==> config.mk <==
export PLATFORM = sky130hd
export DESIGN_NAME = decimal_display_driver_flat
export DESIGN_NICKNAME = d
export VERILOG_FILES = /design/src/rtl/decimal_display_driver_pkg.sv /design/src/rtl/decimal_display_driver_if.sv /design/src/rtl/decimal_display_driver_seg7_decode.sv /design/src/rtl/decimal_display_driver.sv /design/src/flat_wrapper.sv
export SDC_FILE = /design/constraint.sdc
export NUM_CORES = 1
export LEC_CHECK = 0
export BUFFER_PORTS_ARGS = -buffer_cell sky130_fd_sc_hd__buf_2
export CORE_MARGIN = 1
export CORE_UTILIZATION = 45
export CTS_CLUSTER_DIAMETER = 60
export DETAILED_ROUTE_END_ITERATION = 12
export PLACE_DENSITY = 0.64
export SYNTH_ARGS = -nofsm -noshare
export SYNTH_HDL_FRONTEND = slang
export SYNTH_SLANG_ARGS = --single-unit
export TNS_END_PERCENT = 5
==> constraint.sdc <==
create_clock -name clk -period 4.1 [get_ports clk]
set_clock_uncertainty 0.2 [all_clocks]
set_input_delay 0.205 -clock clk [delete_from_list [all_inputs] [get_ports clk]]
set_output_delay 0.205 -clock clk [all_outputs]
set_load 0.02 [all_outputs]
==> src/rtl/decimal_display_driver_pkg.sv <==
// Shared types and constants for the decimal display driver: FSM states,
// 4-bit digit codes and 7-segment patterns ({g,f,e,d,c,b,a}, active-high).
package display_pkg;

    typedef enum logic [1:0] {
        IDLE,
        CONVERT,
        COMMIT
    } state_t;

    // Codes 0..9 are the decimal digits themselves; the two extra codes
    // cover the sign position and blanked leading zeros.
    localparam logic [3:0] DIG_ZERO  = 4'h0;
    localparam logic [3:0] DIG_MINUS = 4'hA;
    localparam logic [3:0] DIG_BLANK = 4'hF;

    localparam logic [6:0] SEG_0     = 7'h3F;
    localparam logic [6:0] SEG_1     = 7'h06;
    localparam logic [6:0] SEG_2     = 7'h5B;
    localparam logic [6:0] SEG_3     = 7'h4F;
    localparam logic [6:0] SEG_4     = 7'h66;
    localparam logic [6:0] SEG_5     = 7'h6D;
    localparam logic [6:0] SEG_6     = 7'h7D;
    localparam logic [6:0] SEG_7     = 7'h07;
    localparam logic [6:0] SEG_8     = 7'h7F;
    localparam logic [6:0] SEG_9     = 7'h6F;
    localparam logic [6:0] SEG_MINUS = 7'h40;
    localparam logic [6:0] SEG_BLANK = 7'h00;

endpackage

==> src/rtl/decimal_display_driver_if.sv <==
// Handshake between the OUT register (master) and the display driver (slave).
interface decimal_display_driver_if #(
    parameter int N = 8
) ();

    logic [N-1:0] value;
    logic         load;
    logic         signed_mode;
    logic         busy;

    modport master (
        output value,
        output load,
        output signed_mode,
        input  busy
    );

    modport slave (
        input  value,
        input  load,
        input  signed_mode,
        output busy
    );

endinterface

==> src/rtl/decimal_display_driver_seg7_decode.sv <==
// Combinational digit-code to 7-segment pattern decoder (active-high segments).
module seg7_decode
    import display_pkg::*;
(
    input  logic [3:0] code,
    output logic [6:0] pattern
);

    always_comb begin
        pattern = SEG_BLANK;
        case (code)
            4'd0:      pattern = SEG_0;
            4'd1:      pattern = SEG_1;
            4'd2:      pattern = SEG_2;
            4'd3:      pattern = SEG_3;
            4'd4:      pattern = SEG_4;
            4'd5:      pattern = SEG_5;
            4'd6:      pattern = SEG_6;
            4'd7:      pattern = SEG_7;
            4'd8:      pattern = SEG_8;
            4'd9:      pattern = SEG_9;
            DIG_MINUS: pattern = SEG_MINUS;
            default:   pattern = SEG_BLANK;
        endcase
    end

endmodule

==> src/rtl/decimal_display_driver.sv <==
// Shows the OUT register value in decimal on a multiplexed 7-segment display:
// iterative double-dabble conversion into a shadow, plus a free-running scan.
module decimal_display_driver
    import display_pkg::*;
#(
    parameter int N           = 8,
    parameter int DIGITS      = 4,
    parameter int SCAN_DIV    = 1024,
    parameter bit SEG_ACT_LOW = 1'b0
) (
    input  logic                     clk,
    input  logic                     rst,
    decimal_display_driver_if.slave  bus,
    output logic [6:0]               seg,
    output logic [DIGITS-1:0]        digit_en
);

    localparam int BW = 4 * DIGITS;
    localparam int CW = $clog2(N + 1);
    localparam int IW = (DIGITS > 1) ? $clog2(DIGITS) : 1;
    localparam int PW = (SCAN_DIV > 1) ? $clog2(SCAN_DIV) : 1;

    state_t          state, state_next;
    logic [N-1:0]    mag;
    logic [N-1:0]    mag_in;
    logic [BW-1:0]   bcd;
    logic [BW-1:0]   bcd_adj;
    logic [CW-1:0]   cnt;
    logic            neg;
    logic            neg_in;
    logic [3:0]      shadow      [DIGITS];
    logic [3:0]      commit_code [DIGITS];
    int              msd;
    logic [IW-1:0]   scan_idx;
    logic [PW-1:0]   presc;
    logic [6:0]      scan_pattern;

    // N-bit negation of -2^(N-1) wraps to 2^(N-1), which is exactly the
    // required magnitude when read as unsigned, so no extra bit is kept.
    assign neg_in = bus.signed_mode & bus.value[N-1];
    assign mag_in = neg_in ? (~bus.value + N'(1)) : bus.value;

    assign bus.busy = (state != IDLE);

    always_ff @(posedge clk) begin
        if (rst) state <= IDLE;
        else     state <= state_next;
    end

    always_comb begin
        state_next = state;
        case (state)
            IDLE:    if (bus.load) state_next = CONVERT;
            CONVERT: if (cnt == CW'(1)) state_next = COMMIT;
            COMMIT:  state_next = IDLE;
            default: state_next = IDLE;
        endcase
    end

    always_comb begin
        bcd_adj = bcd;
        for (int i = 0; i < DIGITS; i++) begin
            if (bcd[4*i +: 4] >= 4'd5) bcd_adj[4*i +: 4] = bcd[4*i +: 4] + 4'd3;
        end
    end

    // Blank everything above the most-significant nonzero digit, keeping
    // digit0 so zero still reads "0"; the sign sits just left of it.
    always_comb begin
        msd = 0;
        for (int i = 0; i < DIGITS; i++) begin
            if (bcd[4*i +: 4] != DIG_ZERO) msd = i;
        end
        for (int i = 0; i < DIGITS; i++) begin
            if (i <= msd)                    commit_code[i] = bcd[4*i +: 4];
            else if (neg && (i == msd + 1))  commit_code[i] = DIG_MINUS;
            else                             commit_code[i] = DIG_BLANK;
        end
    end

    always_ff @(posedge clk) begin
        if (rst) begin
            mag <= '0;
            bcd <= '0;
            cnt <= '0;
            neg <= 1'b0;
            for (int i = 0; i < DIGITS; i++) shadow[i] <= DIG_BLANK;
        end else begin
            case (state)
                IDLE: begin
                    if (bus.load) begin
                        mag <= mag_in;
                        neg <= neg_in;
                        bcd <= '0;
                        cnt <= CW'(N);
                    end
                end
                CONVERT: begin
                    {bcd, mag} <= {bcd_adj, mag} << 1;
                    cnt        <= cnt - CW'(1);
                end
                COMMIT: begin
                    for (int i = 0; i < DIGITS; i++) shadow[i] <= commit_code[i];
                end
                default: ;
            endcase
        end
    end

    seg7_decode u_decode (
        .code    (shadow[scan_idx]),
        .pattern (scan_pattern)
    );

    // digit_en and seg come from the same index on the same edge.
    always_ff @(posedge clk) begin
        if (rst) begin
            presc    <= '0;
            scan_idx <= '0;
            seg      <= {7{SEG_ACT_LOW}};
            digit_en <= '0;
        end else begin
            if (presc == PW'(SCAN_DIV - 1)) begin
                presc    <= '0;
                scan_idx <= (scan_idx == IW'(DIGITS - 1)) ? '0 : scan_idx + IW'(1);
            end else begin
                presc <= presc + PW'(1);
            end
            digit_en <= DIGITS'(1) << scan_idx;
            seg      <= scan_pattern ^ {7{SEG_ACT_LOW}};
        end
    end

endmodule
==> src/flat_wrapper.sv <==
// flat-port wrapper written by rule: the top's interface ports become plain ports
module decimal_display_driver_flat import display_pkg::*;
#(
    parameter int N           = 8,
    parameter int DIGITS      = 4,
    parameter int SCAN_DIV    = 1024,
    parameter bit SEG_ACT_LOW = 1'b0
)
  (clk, rst, seg, digit_en, bus_value, bus_load, bus_signed_mode, bus_busy);
  decimal_display_driver_if #(.N(N)) bus_i ();
  input  logic clk;
  input  logic rst;
  output logic [6:0] seg;
  output logic [DIGITS-1:0] digit_en;
  input wire logic [$bits(bus_i.value)-1:0] bus_value;
  input wire logic [$bits(bus_i.load)-1:0] bus_load;
  input wire logic [$bits(bus_i.signed_mode)-1:0] bus_signed_mode;
  output wire logic [$bits(bus_i.busy)-1:0] bus_busy;
  assign bus_i.value = bus_value;
  assign bus_i.load = bus_load;
  assign bus_i.signed_mode = bus_signed_mode;
  assign bus_busy = bus_i.busy;
  decimal_display_driver #(.N(N), .DIGITS(DIGITS), .SCAN_DIV(SCAN_DIV), .SEG_ACT_LOW(SEG_ACT_LOW)) u_core (.clk(clk), .rst(rst), .bus(bus_i), .seg(seg), .digit_en(digit_en));
endmodule
==> Yosys cells after proc, flatten, opt, wreduce, memory -nomap -nowiden <==
Memories as Yosys holds them, arrays and structs flattened. A register that Yosys moved wholly into a read port is not among the register bits.
Cells that the tools add are included.
{ "op_classes": {"reduce_logical": 15, "bitwise_logic": 6, "n_shift": 1, "n_eq_ne": 10, "addsub": 9, "muxes": 37, "magnitude_cmp": 8} }
{ "op_table": {"columns": ["cell", "count"], "rows": [
  ["$eq A3 B32 Y1 const A", 2],
  ["$mux W4", 12],
  ["$eq A2 B32 Y1 const A", 1],
  ["$logic_not A32 Y1", 1],
  ["$pmux W16 S2", 1],
  ["$ge A4 B3 Y1 const B", 4],
  ["$mux W16", 1],
  ["$mux W8", 2],
  ["$pmux W8 S2", 1],
  ["$mux W3", 5],
  ["$mux W2", 7],
  ["$add A4 B2 Y4 const B", 3],
  ["$reduce_bool A4 Y1", 3],
  ["$add A10 B1 Y10 const B", 1],
  ["$eq A10 B10 Y1 const B", 1],
  ["$add A8 B1 Y8 const B", 1],
  ["$not A8 Y8", 1],
  ["$pmux W4 S2", 1],
  ["$mux W1", 6],
  ["$reduce_and A2 Y1", 3],
  ["$eq A2 B2 Y1 const B", 2],
  ["$eq A4 B1 Y1 const B", 1],
  ["$le A1 B2 Y1 const A", 2],
  ["$le A2 B2 Y1 const A", 2],
  ["other kinds (15)", 22]
]} }
{ "totals": {"input_bits": 12, "register_bits": 47, "mem_count": 2, "mem_bits_ro": 112, "ram_bits": 16, "output_inout_bits": 12} }
{ "memory_table": {"columns": ["memory", "depth", "width", "rd", "rd_ports_with_merged_regs", "wr", "line_no", "source"], "rows": [
  ["(name not given)", 16, 7, 1, 1, 0, "decimal_display_driver_seg7_decode.sv:11", "case (code)"],
  ["u_core.shadow", 4, 4, 1, 1, 4, "decimal_display_driver.sv:31", "logic [3:0] shadow [DIGITS];"]
]} }

==> Longest topological paths before layout <==
{ "logic_depth": {"ltp_word": 10, "ltp_mapped": 7, "ltp_nobuf": 7} }

==> Cells and area by module <==
A second synthesis with hierarchy kept.
{ "unflattened": {"cells_unflattened": 360, "hier_area_um2": 3534.6} }
{ "modules_own_cells": {"columns": ["module", "area_per_inst_um2", "seq_area_each_um2", "instances", "cells_per_inst"], "rows": [
  ["decimal_display_driver", 3306.9, 1601.5, 1, 330],
  ["seg7_decode", 227.7, 0.0, 1, 30]
]} }

==> Worst setup path after synthesis <==
OpenSTA, ideal clock, no wires.
{ "synth_timing": {"path_type": "register to register", "from": "register with a tool-made name", "to": "register u_core.seg[3]", "path_buffers": 0, "arrival_time_ps": 1685, "period_less_slack_ps": 2016, "stages_incl_launch_ff": 6, "path_slack_ps": 2084, "path_cell_list": "dfxtp_1 mux4_1 inv_1 ha_1 a21oi_1 o31ai_2"} }
{ "synth_rtl": {"columns": ["item", "line_no", "source"], "rows": [
  ["end, declared", "decimal_display_driver.sv:14", "output logic [6:0] seg,"]
]} }

==> metrics.txt <==
1st-iter DRT viols=116; drt drc=0; setup_tns=0 ps; CP Class=flip-flop to flip-flop; reg2reg setup slack=1900 ps; io pins=24; Hold Path Sink=u_core.mag[3]$_SDFFE_PP0P_; Post-CTS Setup Inserts=0; Arr. time, crit path=2100 ps; fin crit period=2200 ps; worst reg-to-reg path cell count=5; # setup viols final=0; final WL=6.62 mm; Cell Area, Synth=3470 um^2; fin cells=473; die width=89.8 um; Clock Path Buffers=2; worst hold stages=4; synth unique cells=58; Reg clk slew, reported paths=80 ps; DRT Pass-1 Iters=4; pin count of the biggest net entering global routing=31; Hold Crit Class=input port to flip-flop; synthesized instance count=341; PwrDens=353 nW/um^2; Final Hold Vio Count=0; Worst Tran Pin Value=787 ps; Yosys warning total=0; vias in the first global route=2,438; Avg Cell Area, Syn=10.2 um^2; CTS tree=yes; Hold Startpoint=bus_value[3]; WL/cell=14.0 um; final setup margin=1900 ps; die extent in y=89.8 um; Setup WS pre-CTS=1890 ps; maximum vdd ir drop=0.165 mV; synth-to-layout area growth=11.9%; initial antenna violation count=0; CP Launch Type=flip-flop; first-pass GRT wire length=11.2 mm; Leak=1.44 nW; number of flops mapped to enable cells by yosys=16; Post-CTS Hold Fix Bufs=5; dpl cells=452; gr usage total=17.4%; Fin Hold WS=29.9 ps; CP max FO=6; FP Rows=31; r2r startpoint=u_core.bcd[12]$_SDFFE_PP0P_; Final Power=1.37 mW; share of flip-flops with an asynchronous set or reset=0%; drt via density=5.33; #FFs+latches synth=72; Root Driver=clkbuf_8; grt total ovfl=0; MaxCap Viol Count=0; final period utilization=53.7%; fmax=0.454 GHz; H-tree Lvls=3; DP Area=3650 um^2; Slew Viols, Final=0; CP endpoint kind=flip-flop; Buffers on Ports=23; CTS sink cnt=72; top_reg_cell synth=dfxtp_1; Ant. Diodes=0; FF-to-FF End=u_core.shadow[1][0]$_SDFFCE_PP1P_; status=completed; post-synthesis sequential area ratio=46.2%; worst endpoint required time=3990 ps; initial core utilization=47.1%; Post-DP HPWL=4.74 mm; layout cells sized above 1=15.2%; Detail Route Antenna Nets=0; final core occ=52.7%; post-cts sizing count=0; Rel. slew slack=47.4%; Synth Net Count=375; DR vias=2,523; Nets=403; RSZ-0062 raised after global routing=false; Die ar.=8060 um^2; Num CTS Buffers=9; clk_lat worst skew=350 ps; Placeable Area=7370 um^2; fin area=3880 um^2; GPL Wtd Cong=0.825
==> registers in the layout, summed over array words and instances, names as in the netlist, named ones only <==
name,count
u_core.bcd,16
u_core.digit_en,4
u_core.state,2
u_core.shadow,16
u_core.seg,7
u_core.neg,1
u_core.mag,8
u_core.scan_idx,2
u_core.cnt,4
u_core.presc,10
==> layout by cell type, fill, tap and decap left out, types with 9 or more instances in the layout <==
cell,instances
a21oi_1,18
buf_2,23
clkbuf_8,10
dfxtp_1,56
edfxtp_1,16
ha_1,22
inv_1,22
nand2_1,16
nand2b_1,10
nor2_1,37
o22ai_1,9
xnor2_1,12
==> layout make-up <==
type	instances	area, um^2
multi-input combinational	235	1720
clock inverter	6	42.5
sequential	72	1600
fill	694	3490
inverter	23	86.3
clock buffer	10	138
tap	99	124
timing repair buffer	28	165
==> worst max-delay path by stage <==
stage	depth (start not counted)	end	startpoint
floorplan	5	u_core.seg[3]$_SDFF_PP0_	flip-flop
global placement	5	u_core.bcd[11]$_SDFFE_PP0P_	rst
detailed placement	5	u_core.bcd[15]$_SDFFE_PP0P_	rst
CTS	5	u_core.shadow[1][0]$_SDFFCE_PP1P_	u_core.bcd[12]$_SDFFE_PP0P_
global route	5	u_core.shadow[1][0]$_SDFFCE_PP1P_	u_core.bcd[12]$_SDFFE_PP0P_
finish	5	u_core.shadow[1][0]$_SDFFCE_PP1P_	u_core.bcd[12]$_SDFFE_PP0P_
==> synth_stat cells (2+ instances only) <==
| library cell | instances | area share [%] |
|---|---|---|
| o31ai_1 | 5 | 1.1 |
| buf_2 | 3 | 0.43 |
| or3_1 | 4 | 0.72 |
| nand3b_1 | 2 | 0.43 |
| o31ai_2 | 2 | 0.72 |
| nand2_1 | 16 | 1.7 |
| clkbuf_1 | 6 | 0.65 |
| a222oi_1 | 3 | 0.87 |
| nor2b_1 | 2 | 0.36 |
| nand2b_1 | 10 | 1.8 |
| nor2_1 | 37 | 4.0 |
| a211o_1 | 2 | 0.51 |
| inv_1 | 22 | 2.4 |
| o22ai_1 | 9 | 1.6 |
| o21ai_0 | 5 | 0.72 |
| nor3b_1 | 6 | 1.3 |
| a32o_1 | 4 | 1.2 |
| mux2_2 | 2 | 0.65 |
| a21oi_2 | 2 | 0.51 |
| a21oi_1 | 18 | 2.6 |
| a22o_1 | 4 | 1.0 |
| mux2i_1 | 7 | 2.0 |
| mux4_1 | 3 | 2.3 |
| a22oi_1 | 6 | 1.3 |
| xnor2_1 | 12 | 3.0 |
| nand3_1 | 8 | 1.2 |
| nand4_1 | 6 | 1.1 |
| or2_2 | 4 | 0.72 |
| edfxtp_1 | 16 | 14 |
| nor3_1 | 4 | 0.58 |
| xor2_1 | 8 | 2.0 |
| dfxtp_1 | 56 | 32 |
| ha_1 | 22 | 7.9 |
==> worst max-delay path: stages, from the launching register on <==
cell and delay [ps]:
dfxtp_1 320, inv_1 150, ha_1 210, nor3b_1 530, nand4_1 200, a211o_1 340
==> per-layer routing <==
metal | track usage [%] | routed length (um) | up-vias
met5 | 0 | 0 | -
met4 | 6.97 | 151 | 0
met3 | 4.57 | 246 | 13
met2 | 29.0 | 3080 | 47
met1 | 21.3 | 3150 | 1180
li1 | - | - | 1283
==> power by group <==
part,internal (mW),total [mW],switching [mW],leakage (nW)
clock,0.237,0.512,0.276,0.0887
sequential,0.739,0.753,0.0145,0.563
combinational,0.0415,0.103,0.0612,0.789
total,1.02,1.37,0.351,1.44
==> kinds of logic (layout without fill, tap and decap cells) <==
family / Yosys count / after routing / synth area share (%)
xor+xnor: 20 / 20 / 5.05
fa+ha+maj: 22 / 22 / 7.94
flops: 72 / 72 / 46.2
compound gates: 72 / 72 / 14.8
simple gates: 108 / 108 / 16.3
buf+inv: 34 / 67 / 4.11
mux: 13 / 13 / 5.59
Note: power is estimated with default switching activity, not from simulation.
